==> src/rtl/golden_nonce_uart_tx.sv <==
// Captures golden-nonce strobes from the hash cores, queues them and sends each as 4 bytes
// (LSB first) on an 8N1 UART line. Define NONCE_DEDUP_EN to drop consecutive duplicate pushes.
module golden_nonce_uart_tx #(
    parameter int unsigned NUM_CORES       = 2,
    parameter int unsigned FIFO_DEPTH_LOG2 = 3,
    parameter int unsigned CLKS_PER_BIT    = 434
) (
    input  logic                       hash_clk,
    input  logic                       reset,
    input  logic [32*NUM_CORES-1:0]    golden_nonce,
    input  logic [NUM_CORES-1:0]       golden_nonce_match,
    output logic                       txd,
    output logic                       tx_busy,
    output logic [FIFO_DEPTH_LOG2:0]   fifo_count,
    output logic                       overflow
);

    localparam int unsigned Depth = 2 ** FIFO_DEPTH_LOG2;
    localparam int unsigned PtrW  = (NUM_CORES > 1) ? $clog2(NUM_CORES) : 1;
    localparam int unsigned CntW  = $clog2(CLKS_PER_BIT);

    typedef enum logic [1:0] {StIdle, StStart, StData, StStop} tx_state_e;

    logic [31:0]               hold_q [NUM_CORES];
    logic [NUM_CORES-1:0]      valid_q;
    logic [NUM_CORES-1:0]      drain_vec;
    logic [PtrW-1:0]           rr_ptr_q;
    logic [PtrW-1:0]           grant_idx;
    logic [PtrW-1:0]           cand;
    logic                      grant_valid;
    logic                      overflow_q;
    logic                      fifo_full;
    logic                      drain;
    logic                      push;
    logic                      pop;
    logic                      dup;

    logic [31:0]               mem_q [Depth];
    logic [FIFO_DEPTH_LOG2-1:0] wr_ptr_q, rd_ptr_q;
    logic [FIFO_DEPTH_LOG2:0]  count_q;

    tx_state_e                 state_q, state_d;
    logic [CntW-1:0]           cnt_q, cnt_d;
    logic [2:0]                bit_q, bit_d;
    logic [1:0]                byte_q, byte_d;
    logic [31:0]               word_q, word_d;
    logic                      bit_end;

    // Round-robin: first valid hold at or after the pointer wins.
    always_comb begin
        grant_valid = 1'b0;
        grant_idx   = '0;
        cand        = '0;
        for (int unsigned k = 0; k < NUM_CORES; k++) begin
            cand = PtrW'((32'(rr_ptr_q) + k) % NUM_CORES);
            if (!grant_valid && valid_q[cand]) begin
                grant_valid = 1'b1;
                grant_idx   = cand;
            end
        end
    end

    assign fifo_full = count_q[FIFO_DEPTH_LOG2];
    assign drain     = grant_valid && !fifo_full;
    assign push      = drain && !dup;

    always_comb begin
        drain_vec = '0;
        if (drain) drain_vec[grant_idx] = 1'b1;
    end

    always_ff @(posedge hash_clk or posedge reset) begin
        if (reset) begin
            valid_q    <= '0;
            overflow_q <= 1'b0;
            rr_ptr_q   <= '0;
            for (int unsigned i = 0; i < NUM_CORES; i++) hold_q[i] <= '0;
        end else begin
            if (drain) begin
                rr_ptr_q <= (grant_idx == PtrW'(NUM_CORES - 1)) ? '0 : grant_idx + 1'b1;
            end
            for (int unsigned i = 0; i < NUM_CORES; i++) begin
                if (golden_nonce_match[i]) begin
                    hold_q[i]  <= golden_nonce[32*i +: 32];
                    valid_q[i] <= 1'b1;
                    // A reload while the old value is being drained loses nothing.
                    if (valid_q[i] && !drain_vec[i]) overflow_q <= 1'b1;
                end else if (drain_vec[i]) begin
                    valid_q[i] <= 1'b0;
                end
            end
        end
    end

`ifdef NONCE_DEDUP_EN
    logic [31:0] last_q;
    logic        last_valid_q;

    assign dup = last_valid_q && (hold_q[grant_idx] == last_q);

    always_ff @(posedge hash_clk or posedge reset) begin
        if (reset) begin
            last_q       <= '0;
            last_valid_q <= 1'b0;
        end else if (push) begin
            last_q       <= hold_q[grant_idx];
            last_valid_q <= 1'b1;
        end
    end
`else
    assign dup = 1'b0;
`endif

    always_ff @(posedge hash_clk) begin
        if (push) mem_q[wr_ptr_q] <= hold_q[grant_idx];
    end

    always_ff @(posedge hash_clk or posedge reset) begin
        if (reset) begin
            wr_ptr_q <= '0;
            rd_ptr_q <= '0;
            count_q  <= '0;
        end else begin
            if (push) wr_ptr_q <= wr_ptr_q + 1'b1;
            if (pop)  rd_ptr_q <= rd_ptr_q + 1'b1;
            if (push && !pop)      count_q <= count_q + 1'b1;
            else if (pop && !push) count_q <= count_q - 1'b1;
        end
    end

    assign bit_end = (cnt_q == CntW'(CLKS_PER_BIT - 1));

    always_comb begin
        state_d = state_q;
        cnt_d   = bit_end ? '0 : cnt_q + 1'b1;
        bit_d   = bit_q;
        byte_d  = byte_q;
        word_d  = word_q;
        pop     = 1'b0;
        unique case (state_q)
            StIdle: begin
                cnt_d = '0;
                if (count_q != '0) begin
                    pop     = 1'b1;
                    word_d  = mem_q[rd_ptr_q];
                    byte_d  = '0;
                    bit_d   = '0;
                    state_d = StStart;
                end
            end
            StStart: if (bit_end) state_d = StData;
            StData: begin
                if (bit_end) begin
                    bit_d = bit_q + 1'b1;
                    if (bit_q == 3'd7) state_d = StStop;
                end
            end
            StStop: begin
                if (bit_end) begin
                    if (byte_q != 2'd3) begin
                        byte_d  = byte_q + 1'b1;
                        state_d = StStart;
                    end else begin
                        state_d = StIdle;
                    end
                end
            end
            default: state_d = StIdle;
        endcase
    end

    always_ff @(posedge hash_clk or posedge reset) begin
        if (reset) begin
            state_q <= StIdle;
            cnt_q   <= '0;
            bit_q   <= '0;
            byte_q  <= '0;
            word_q  <= '0;
        end else begin
            state_q <= state_d;
            cnt_q   <= cnt_d;
            bit_q   <= bit_d;
            byte_q  <= byte_d;
            word_q  <= word_d;
        end
    end

    always_comb begin
        txd = 1'b1;
        unique case (state_q)
            StStart: txd = 1'b0;
            StData:  txd = word_q[{byte_q, bit_q}];
            default: txd = 1'b1;
        endcase
    end

    assign tx_busy    = (state_q != StIdle) || (count_q != '0);
    assign fifo_count = count_q;
    assign overflow   = overflow_q;

endmodule

==> config.mk <==
export PLATFORM = sky130hd
export DESIGN_NAME = golden_nonce_uart_tx
export DESIGN_NICKNAME = d
export VERILOG_FILES = /design/src/rtl/golden_nonce_uart_tx.sv
export SDC_FILE = /design/constraint.sdc
export NUM_CORES = 1
export LEC_CHECK = 0
export ABC_AREA = 1
export CORE_MARGIN = 2
export CORE_UTILIZATION = 60
export CTS_CLUSTER_DIAMETER = 60
export DETAILED_ROUTE_END_ITERATION = 12
export PLACE_DENSITY = 0.88
export REMOVE_ABC_BUFFERS = 1
export SLEW_MARGIN = 20
export SYNTH_ARGS = -nofsm -noshare
export SYNTH_HDL_FRONTEND = slang
export SYNTH_SLANG_ARGS = --single-unit
==> constraint.sdc <==
create_clock -name hash_clk -period 8.75 [get_ports hash_clk]
set_input_delay 1.75 -clock hash_clk [delete_from_list [all_inputs] [get_ports hash_clk]]
set_output_delay 1.75 -clock hash_clk [all_outputs]
set_load 0.01 [all_outputs]
Yosys cells after proc, flatten, opt, wreduce, memory -nomap -nowiden

Memory sizes are Yosys's and may differ from the RTL's. A register that Yosys moved wholly into a read port is not among the register bits.
Cells that the tools add are included.

Bitwise operators: 1
Multiplexer cells: 48
Order comparisons: 6
Add/sub/neg operators: 9
Equality and inequality tests: 12
Reductions and logical operators: 26

Operators with widths:

| kind                | number |
|---|---|
| $mux 32             | 3 |
| $mux 1              | 24 |
| $mux 2              | 9 |
| $mux 9              | 2 |
| $ne 2x2->1 const B  | 7 |
| $reduce_bool 2->1   | 6 |
| $add 3x1->3 const B | 3 |
| $add 9x1->9 const B | 1 |
| $eq 9x9->1 const B  | 1 |
| $mux 4              | 2 |
| $pmux 2 s4          | 1 |
| $logic_and 1x1->1   | 7 |
| $logic_not 1->1     | 6 |
| $lt 1x2->1 const B  | 3 |
| $lt 5x6->1 const B  | 1 |
| $mux 3              | 2 |
| $pmux 3 s2          | 1 |
| $bmux 1 s5          | 1 |
| $reduce_and 5->1    | 1 |
| $add 4x1->4 const B | 1 |
| $eq 2x2->1 const B  | 2 |
| $pmux 2 s2          | 1 |
| $reduce_and 4->1    | 1 |
| $reduce_bool 4->1   | 1 |
| other kinds (14)    | 15 |

Input bits: 68
Word-level logic and storage cells: 116
Output and inout bits: 7
Flip-flop bits (word level): 94
Memories: 1
Memory bits (writable): 256

Memories:

| name  | words | bits a word | read ports | clocked after Yosys merged registers in | wr ports | line | text |
|---|---|---|---|---|---|---|---|
| mem_q | 8     | 32          | 1          | 1                                       | 1        | 38   | `logic [31:0] mem_q [Depth];` |

Logic depth before layout (Yosys ltp)

Gate-level depths: netlist of run 1.

Depth after elaboration: 17
Mapped depth: 13
Depth with buffers taken out: 12

Worst setup path before layout of run 1

Ideal clock, no wire load.

Path type: register -> output
Start: register bit_q[0]
End: output txd
Cell stages (with the launch flop): 12
Data required time: 7.000 ns
Slack: 5.744 ns
Path buffers: 2
Arrival: 1.256 ns
Cell sequence: dfrtp_1 > buf_2 > inv_2 > buf_4 > nand2_1 > nand3_1 > nand3_1 > nand2_1 > nand2_1 > nand3_1 > nand3_1 > nand2_1

Cells in the longest elaborated chain, start to end: 3

RTL lines:

| element                      | line | text |
|---|---|---|
| start: declaration           | 44   | `logic [2:0] bit_q, bit_d;` |
| start signal: assignment     | 182  | `bit_q <= bit_d;` |
| $bmux 1 s5                   | 192  | `StData: txd = word_q[{byte_q, bit_q}];` |
| $mux 1 (not written as such) | 192  |  |
| $pmux 1 s2                   | 190  | `unique case (state_q)` |
| end: declaration             | 12   | `output logic txd,` |

Every way passes these cells. The select of a mux whose other input is x is not followed.

Worst setup path in the final report of run 1

Same ends and word-level chain as after synthesis.

==> flow_summary.yaml, run 1 <==
routing:
  viasPerCell: 6.14
  drc: 0
  drt_iter0_markers: 1491
  drt-total-wl_mm: 36.2
  num_vias: 10921
  ant_nets: 0
  firstDrtPassIters: 7
  wl_per_cell_um: 20.4
clock_tree:
  cts-root-buf: "clkbuf_16"
  htree_num_levels: 2
  cts_buffers: 38
  cts-resized-gates: 0
  insertion_delay_ns: 0.53
  clkSinkCount: 382
  clockBufferDepth: 3
  path_clk_slew_ns: 0.06
  hold_buffers: 0
  cts_tree: "built"
  post_cts_buffers: 0
sta:
  clock_skew_ns: 0.0129
  worst_slew_pin_slew_ns: 1.06
  rsz0062_at_grt: "false"
  period_needed_ns: 4.53
  fmax_ghz: 0.221
  fin_crit_sh: 0.517
  hold_violations: 0
  setup_viol: 0
  hold_ws_ns: 0.469
  slew_headroom: 0.294
  slew_violations: 0
  tns_ns: 0
grt:
  gr-total-overflow: 0
  grt_pass1_vias: 10986
  antenna_found_initial: 0
  grt_max_degree: 85
  grt.total_usage: 0.276
  grt_pass1_wl_mm: 57.0
worst_setup_path:
  r2r_start: "rd_ptr_q[0]"
  cp-startpoint: "bit_q[0]"
  cp-end-kind: "primary output"
  arrival_ns: 2.78
  endpoint: "txd"
  rr_worst_depth: 6
  worst-path-max-fanout: 19
  path_class: "flip-flop to primary output"
  cp_data_required_time_ns: 7.00
  startpoint_type: "flip-flop"
  reg2reg_to: "word_q[12]"
  r2r_setup_slack_ns: 5.30
floorplanning:
  fp.dieArea_um2: 27200
  start_util: 0.614
  die-width_um: 165
  io_pins: 75
  rows: 58
  core_um2: 25300
  die_y_um: 165
synth:
  syn-cell-area_um2: 15600
  yosys_warnings: 0
  yosysMostFrequentCell: "nand2_1"
  synth_ff_type: "edfxtp_1"
  synth_edf_count: 256
  ys_top_cells_by_area: "edfxtp_1, dfrtp_1, nand2_1, o21ai_0, nor2_1"
  yosys.area.top_type_share: 0.494
  seq_area_frac_synth: 0.697
  synth_top_cell_by_area: "edfxtp_1"
  avgSynthCellArea_um2: 11.4
  postSynthCellCount: 1369
  ys_types: 35
  async_reset_ff_frac: 0.330
  synth_commonest_cells: "nand2_1, edfxtp_1, nor2_1"
  ys_ff_latch: 382
pwr:
  power_density_nw_per_um2: 284
  ir_drop_uv: 177
  leakage_nw: 6.85
finish:
  drive_above_1_share: 0.0676
  regArea_um2: 10800
  multi_input_area_um2: 4120
  fill_cells: 1601
  syn2layout_area_growth_pct: 13.9
  antenna_cells: 0
  nNetsFinal: 1504
placed_design:
  dp_hpwl_mm: 19.7
  portBuffers: 74
  routabilityCongestion: 0.911
hold_path:
  hold_depth: 2
  worstHoldPathType: "flip-flop to flip-flop"
job:
  cap_violations: 0
outcome:
  outcome: "finished clean"
how the worst min path moves through the flow:
stage,slack (ns),endpoint,start
floorplan,0.44,hold_q[32],hold_q[32]
finish,0.47,hold_q[55],hold_q[55]
detailed placement,0.46,hold_q[46],hold_q[46]
global placement,0.45,hold_q[62],hold_q[62]
global route,0.49,hold_q[55],hold_q[55]
CTS,0.47,hold_q[46],hold_q[46]
per-stage QoR:
step	cell area (µm²)	util	power [mW]	std cells	worst slack (ns)
after floorplan	15200	-	3.11	1290	3.64
after global placement	16500	0.650	3.37	1710	5.01
after detailed placement	16500	0.650	3.44	1710	4.92
after CTS	17700	0.699	5.03	1780	4.33
after global routing	17700	0.700	5.23	1780	4.12
final	17700	0.700	5.03	1780	4.22
routing by layer:
metal / global-route usage / routed length (µm) / part of all wire / vias to the layer above
met3: 0.0392 / 3380 / 0.093 / 143
met4: 0.131 / 1460 / 0.040 / 0
met2: 0.468 / 18200 / 0.50 / 691
li1: - / - / - / 4884
met1: 0.353 / 13200 / 0.36 / 5203
met5: 0 / 0 / 0 / -
report_power, final:
group / switching [mW] / internal, mW / total (mW)
clock: 0.664 / 0.941 / 1.60
sequential: 0.105 / 2.49 / 2.59
combinational: 0.625 / 0.211 / 0.835
total: 1.39 / 3.64 / 5.03
critical path: stages (launching register included):
cell             delay, ns
dfrtp_1               0.59
inv_2                 0.33
nand2_1               0.16
nand3_1               0.10
nand3_1               0.10
nand2_1               0.09
nand2_1               0.05
nand3_1               0.06
nand3_1               0.08
nand2_1               0.13
clkdlybuf4s50_1       0.55
cell families (layout without fill, tap and decap cells):
group           after synthesis  after routing  share of synthesized area
fa+ha+maj                    16             16                     0.0134
xor+xnor                      8              8                    0.00451
buf+inv                     143            224                     0.0401
simple gates                534            534                      0.137
flops                       382            382                      0.697
compound gates              286            286                      0.108
placed cells by master, fill, tap and decap left out, drive strengths merged, types with 52 or more instances in the layout:
| cell | synthesis | routed |
|---|---|---|
| inv | 62 | 62 |
| o21ai | 204 | 204 |
| nor2 | 149 | 149 |
| clkdlybuf4s50 | 0 | 72 |
| nand3 | 54 | 54 |
| clkbuf | 50 | 52 |
| o221ai | 53 | 53 |
| nand2 | 313 | 313 |
| edfxtp | 256 | 256 |
| dfrtp | 126 | 126 |
final cells by class:
cell class              instances  area share
clock inverters                18     0.00812
repair buffers                 90      0.0484
clock buffers                  52      0.0619
inverters                      64      0.0138
well taps                     330      0.0233
multi-input cells             844       0.233
flip-flops and latches        382       0.612
flip-flops by register name (all words and copies together), names as in the netlist, 3 cells and up:
| name | cells |
|---|---|
| word_q | 32 |
| cnt_q | 9 |
| fifo_count | 4 |
| mem_q | 256 |
| bit_q | 3 |
| wr_ptr_q | 3 |
| hold_q | 64 |
| rd_ptr_q | 3 |
Note: power is estimated with default switching activity, not from simulation.
==> run 2, diff against run 1 <==
- clock period: 8.75 -> 4.3 ns (I/O delays scaled with it)
==> run 2 against run 1 <==
Clock-buffer cell count is 6 higher. Cell count up 0.11%. Design area up 0.48%. Wire length fell by 2.7%. Register-to-register slack got worse by 3.9 ns. Worst setup slack worse by 3.5 ns. Critical endpoint unchanged. Largest cell class unchanged. Highest routed layer unchanged.
==> flow_summary.yaml, run 2 (synthesis results as in run 1) <==
outcome:
  outcome: "finished clean"
placed_design:
  dp_hpwl_mm: 19.4
  pre_cts_ws_ns: 1.37
  portBuffers: 74
  routabilityCongestion: 0.888
worst_setup_path:
  crit_family: "buffers and inverters"
  path_cells: "inv_2 -> nand2_1 -> nand3_1 -> nand3_1 -> nand2_1 -> nand2_1 -> nand3_1 -> nand3_1 -> nand2_1 -> clkdlybuf4s50_1"
  cp_data_required_time_ns: 3.44
  path_class: "flip-flop to primary output"
  arrival_ns: 2.72
  cp-end-kind: "primary output"
  worst-path-max-fanout: 19
  slowest_stage: "dfrtp_1"
  cp.buffers_inverters: 2
  slowest_delay_ns: 0.72
  r2r_setup_slack_ns: 1.35
  startpoint_type: "flip-flop"
pwr:
  ir_drop_uv: 375
  power_density_nw_per_um2: 578
  leakage_nw: 6.88
clock_tree:
  htree_num_levels: 2
  cts-root-buf: "clkbuf_16"
  post_cts_buffers: 0
  path_clk_slew_ns: 0.07
  hold_buffers: 0
  clockBufferDepth: 3
  cts_buffers: 38
  cts-resized-gates: 0
  insertion_delay_ns: 0.53
  clkSinkCount: 382
  cts_tree: "built"
routing:
  drc: 0
  wl_per_cell_um: 19.8
  drt-total-wl_mm: 35.3
  drt_iter0_markers: 1336
  viasPerCell: 6.07
  num_vias: 10820
  firstDrtPassIters: 9
  ant_nets: 0
floorplanning:
  die-width_um: 165
  die_y_um: 165
  rows: 58
  fp.dieArea_um2: 27200
  start_util: 0.614
  core_um2: 25300
  io_pins: 75
grt:
  grt.total_usage: 0.268
  grt_pass1_vias: 10778
  grt_pass1_wl_mm: 55.5
  antenna_found_initial: 0
  gr-total-overflow: 0
  grt_max_degree: 94
finish:
  top_register: "mem_q"
  nNetsFinal: 1506
  largest_reg_flops: 256
  reg_top3: "mem_q x256, hold_q x64, word_q x32"
  antenna_cells: 0
  fill_cells: 1617
  layout_commonest_cell: "nand2_1"
  syn2layout_area_growth_pct: 14.5
  drive_above_1_share: 0.0654
  final_cell_mix: "nand2_1, edfxtp_1, nor2_1"
sta:
  rsz0062_at_grt: "false"
  hold_violations: 0
  fin_ws_ns: 0.716
  period_needed_ns: 3.58
  tns_ns: 0
  clock_skew_ns: 0.0179
  slew_headroom: 0.272
  fmax_ghz: 0.279
  setup_viol: 0
  worst_slew_pin_slew_ns: 1.09
  fin_crit_sh: 0.834
  slew_violations: 0
hold_path:
  worstHoldPathType: "flip-flop to flip-flop"
job:
  cap_violations: 0
[run 2: path summary, 6_finish.rpt]
kind / startpoint / endpoint / cells after the start
min: hold_q[55] / hold_q[55] / 2
max: bit_q[0] / txd / 10
min in group asynchronous: reset / hold_q[17] / 2
min reg2reg: hold_q[55] / hold_q[55] / 2
max in group asynchronous: reset / hold_q[58] / 3
max reg2reg: state_q[0] / fifo_count[3] / 11
[run 2: routing by layer]
layer	wire, µm	global-route usage	up-vias
met1	13800	0.345	5284
met5	0	0	-
li1	-	-	4898
met2	17700	0.456	543
met3	2710	0.0409	95
met4	1150	0.113	0
[run 2: final cells by class]
cell class	count	area (µm²)	area share
multi-input cells	844	4120	0.231
repair buffers	92	931	0.0523
inverters	64	244	0.0137
clock buffers	58	1120	0.0629
flip-flops and latches	382	10800	0.609
well taps	330	413	0.0232
clock inverters	12	133	0.00745
[run 2: per-stage QoR]
stage	area (µm²)	cells	hold WS (ns)	total power, mW	util
final	17800	1782	0.467	10.3	0.703
after CTS	17800	1782	0.473	10.3	0.703
after floorplan	15200	1290	0.442	6.32	-
after global routing	17800	1782	0.488	10.7	0.703
after detailed placement	16500	1712	0.459	7.03	0.653
after global placement	16500	1712	0.454	6.90	0.653
[run 2: report_power, final]
part           switching, mW  total (mW)  internal (mW)  leakage [nW]
logic                   1.25        1.71          0.459          2.37
registers              0.216        5.28           5.06          3.90
clock network           1.33        3.31           1.98         0.608
[run 2: worst reg2reg max path, cell delays in order (launching register included)]
cell     delay (ns)
dfrtp_1        0.43
inv_1          0.18
ha_1           0.31
nand2_2        0.47
ha_1           0.42
inv_1          0.12
ha_1           0.24
a21o_1         0.17
a21oi_1        0.16
nor2_1         0.06
nor2_1         0.15
xor2_1         0.17
==> run 3, diff against run 2 <==
- clock period: 4.3 -> 3.75 ns (I/O delays scaled with it)
==> run 3 against run 2 <==
Core utilization rose by 0.28 points. Sequential share of layout area fell by 0.24 points. Total power rose by 15%. Clock power rose by 17%. Worst setup slack got worse by 0.37 ns. Critical path depth did not move. First-iteration DRC count fell by 1.3%. Sequential power rose by 14%. Clock skew fell by 0.0031 ns.
==> flow_summary.yaml, run 3 (synthesis results as in run 1) <==
sta:
  slew_violations: 0
  period_needed_ns: 3.40
  rsz0062_at_grt: "false"
  slew_headroom: 0.363
  fin_ws_ns: 0.348
  fmax_ghz: 0.294
  clock_skew_ns: 0.0149
  hold_violations: 0
  fin_crit_sh: 0.907
  setup_viol: 0
  worst_slew_pin_slew_ns: 0.956
clock_tree:
  insertion_delay_ns: 0.52
  cts_tree: "built"
  cts-root-buf: "clkbuf_16"
  clockBufferDepth: 3
  hold_buffers: 0
  post_cts_buffers: 0
  clkSinkCount: 382
  cts_buffers: 39
  path_clk_slew_ns: 0.07
  htree_num_levels: 2
  cts-resized-gates: 0
floorplanning:
  rows: 58
  die_y_um: 165
  die-width_um: 165
  start_util: 0.614
  fp.dieArea_um2: 27200
  io_pins: 75
  core_um2: 25300
finish:
  drive_above_1_share: 0.0726
  multi_input_area_um2: 4120
  regArea_um2: 10800
  final_cells: 1791
  layout_commonest_cell: "nand2_1"
  top_register: "mem_q"
  antenna_cells: 0
  largest_reg_flops: 256
  finish.instance_area_um2: 17900
  nNetsFinal: 1516
  final_cell_mix: "nand2_1, edfxtp_1, nor2_1"
  syn2layout_area_growth_pct: 14.9
  fill_cells: 1660
  reg_top3: "mem_q x256, hold_q x64, word_q x32"
pwr:
  p_sw_frac: 0.271
  ir_drop_uv: 447
  sequentialPowerShare: 0.509
  power_mw: 11.9
  power_frac_clock: 0.325
  power_density_nw_per_um2: 664
  pwr-share-comb: 0.166
  p_switching_mw: 3.22
  leakage_nw: 6.93
  power.internal_mw: 8.65
routing:
  drt_iter0_markers: 1318
  num_vias: 10615
  drt-total-wl_mm: 34.7
  firstDrtPassIters: 6
  viasPerCell: 5.93
  wl_per_cell_um: 19.4
  drc: 0
  ant_nets: 0
grt:
  grt.total_usage: 0.265
  gr-total-overflow: 0
  grt_max_degree: 94
  antenna_found_initial: 0
  grt_pass1_vias: 10723
  grt_pass1_wl_mm: 55.2
worst_setup_path:
  path_class: "flip-flop to primary output"
  rr_worst_depth: 7
  r2r_setup_slack_ns: 1.28
  reg2reg_to: "word_q[17]"
  worst-path-max-fanout: 19
  cp-end-kind: "primary output"
  cp_data_required_time_ns: 3.00
  startpoint_type: "flip-flop"
  r2r_start: "state_q[0]"
  arrival_ns: 2.65
job:
  cap_violations: 0
placed_design:
  dp.cells: 1721
  routabilityCongestion: 0.877
  dp_hpwl_mm: 19.4
  portBuffers: 74
  place_area_um2: 16600
  pre_cts_ws_ns: 0.908
hold_path:
  hold_depth: 2
  whs_endpoint: "hold_q[55]"
  hold_start: "hold_q[55]"
  worstHoldPathType: "flip-flop to flip-flop"
outcome:
  outcome: "finished clean"
[run 3: how the worst max path moves through the flow]
stage	start	end	slack (ns)
after floorplan	rd_ptr_q[0]	word_q[16]	-0.38
after global placement	bit_q[0]	txd	0.95
after detailed placement	bit_q[0]	txd	0.91
after CTS	bit_q[0]	txd	0.35
final	bit_q[0]	txd	0.35
after global routing	bit_q[0]	txd	0.10
[run 3: stage by stage]
stage / setup TNS (ns) / util / hold slack [ns]
2_1_floorplan: -55.44 / - / 0.442
3_3_place_gp: 0 / 0.655 / 0.454
3_5_place_dp: 0 / 0.655 / 0.460
4_1_cts: 0 / 0.706 / 0.472
5_1_grt: 0 / 0.706 / 0.483
6_report: 0 / 0.706 / 0.469
[run 3: layout make-up]
| type | instances | area share |
|---|---|---|
| Clock buffer | 57 | 0.0613 |
| Tap cell | 330 | 0.0231 |
| Clock inverter | 13 | 0.0104 |
| Multi-Input combinational cell | 844 | 0.231 |
| Timing Repair Buffer | 101 | 0.0545 |
| Sequential cell | 382 | 0.607 |
| Inverter | 64 | 0.0137 |
[run 3: power groups by stage]
| stage | logic [mW] | registers (mW) | clock network (mW) |
|---|---|---|---|
| 2_1_floorplan | 1.16 | 6.08 | 0 |
| 3_3_place_gp | 1.86 | 6.07 | 0 |
| 3_5_place_dp | 1.96 | 6.11 | 0 |
| 4_1_cts | 1.98 | 6.04 | 3.90 |
| 5_1_grt | 2.19 | 6.10 | 4.07 |
| 6_report | 1.97 | 6.04 | 3.86 |
[run 3: per-layer routing]
metal / GRT usage / part of all wire / vias up
met3: 0.0424 / 0.076 / 95
met1: 0.349 / 0.40 / 5126
met4: 0.102 / 0.033 / 0
met2: 0.448 / 0.49 / 486
li1: - / - / 4908
met5: 0 / 0 / -
[run 3: worst max-delay path, stage by stage, from the launching register on]
cell             delay, ns
dfrtp_1               0.59
inv_2                 0.33
nand2_1               0.09
nand3_1               0.08
nand3_1               0.09
nand2_1               0.08
nand2_1               0.05
nand3_1               0.08
nand3_1               0.08
nand2_1               0.12
clkdlybuf4s50_1       0.55
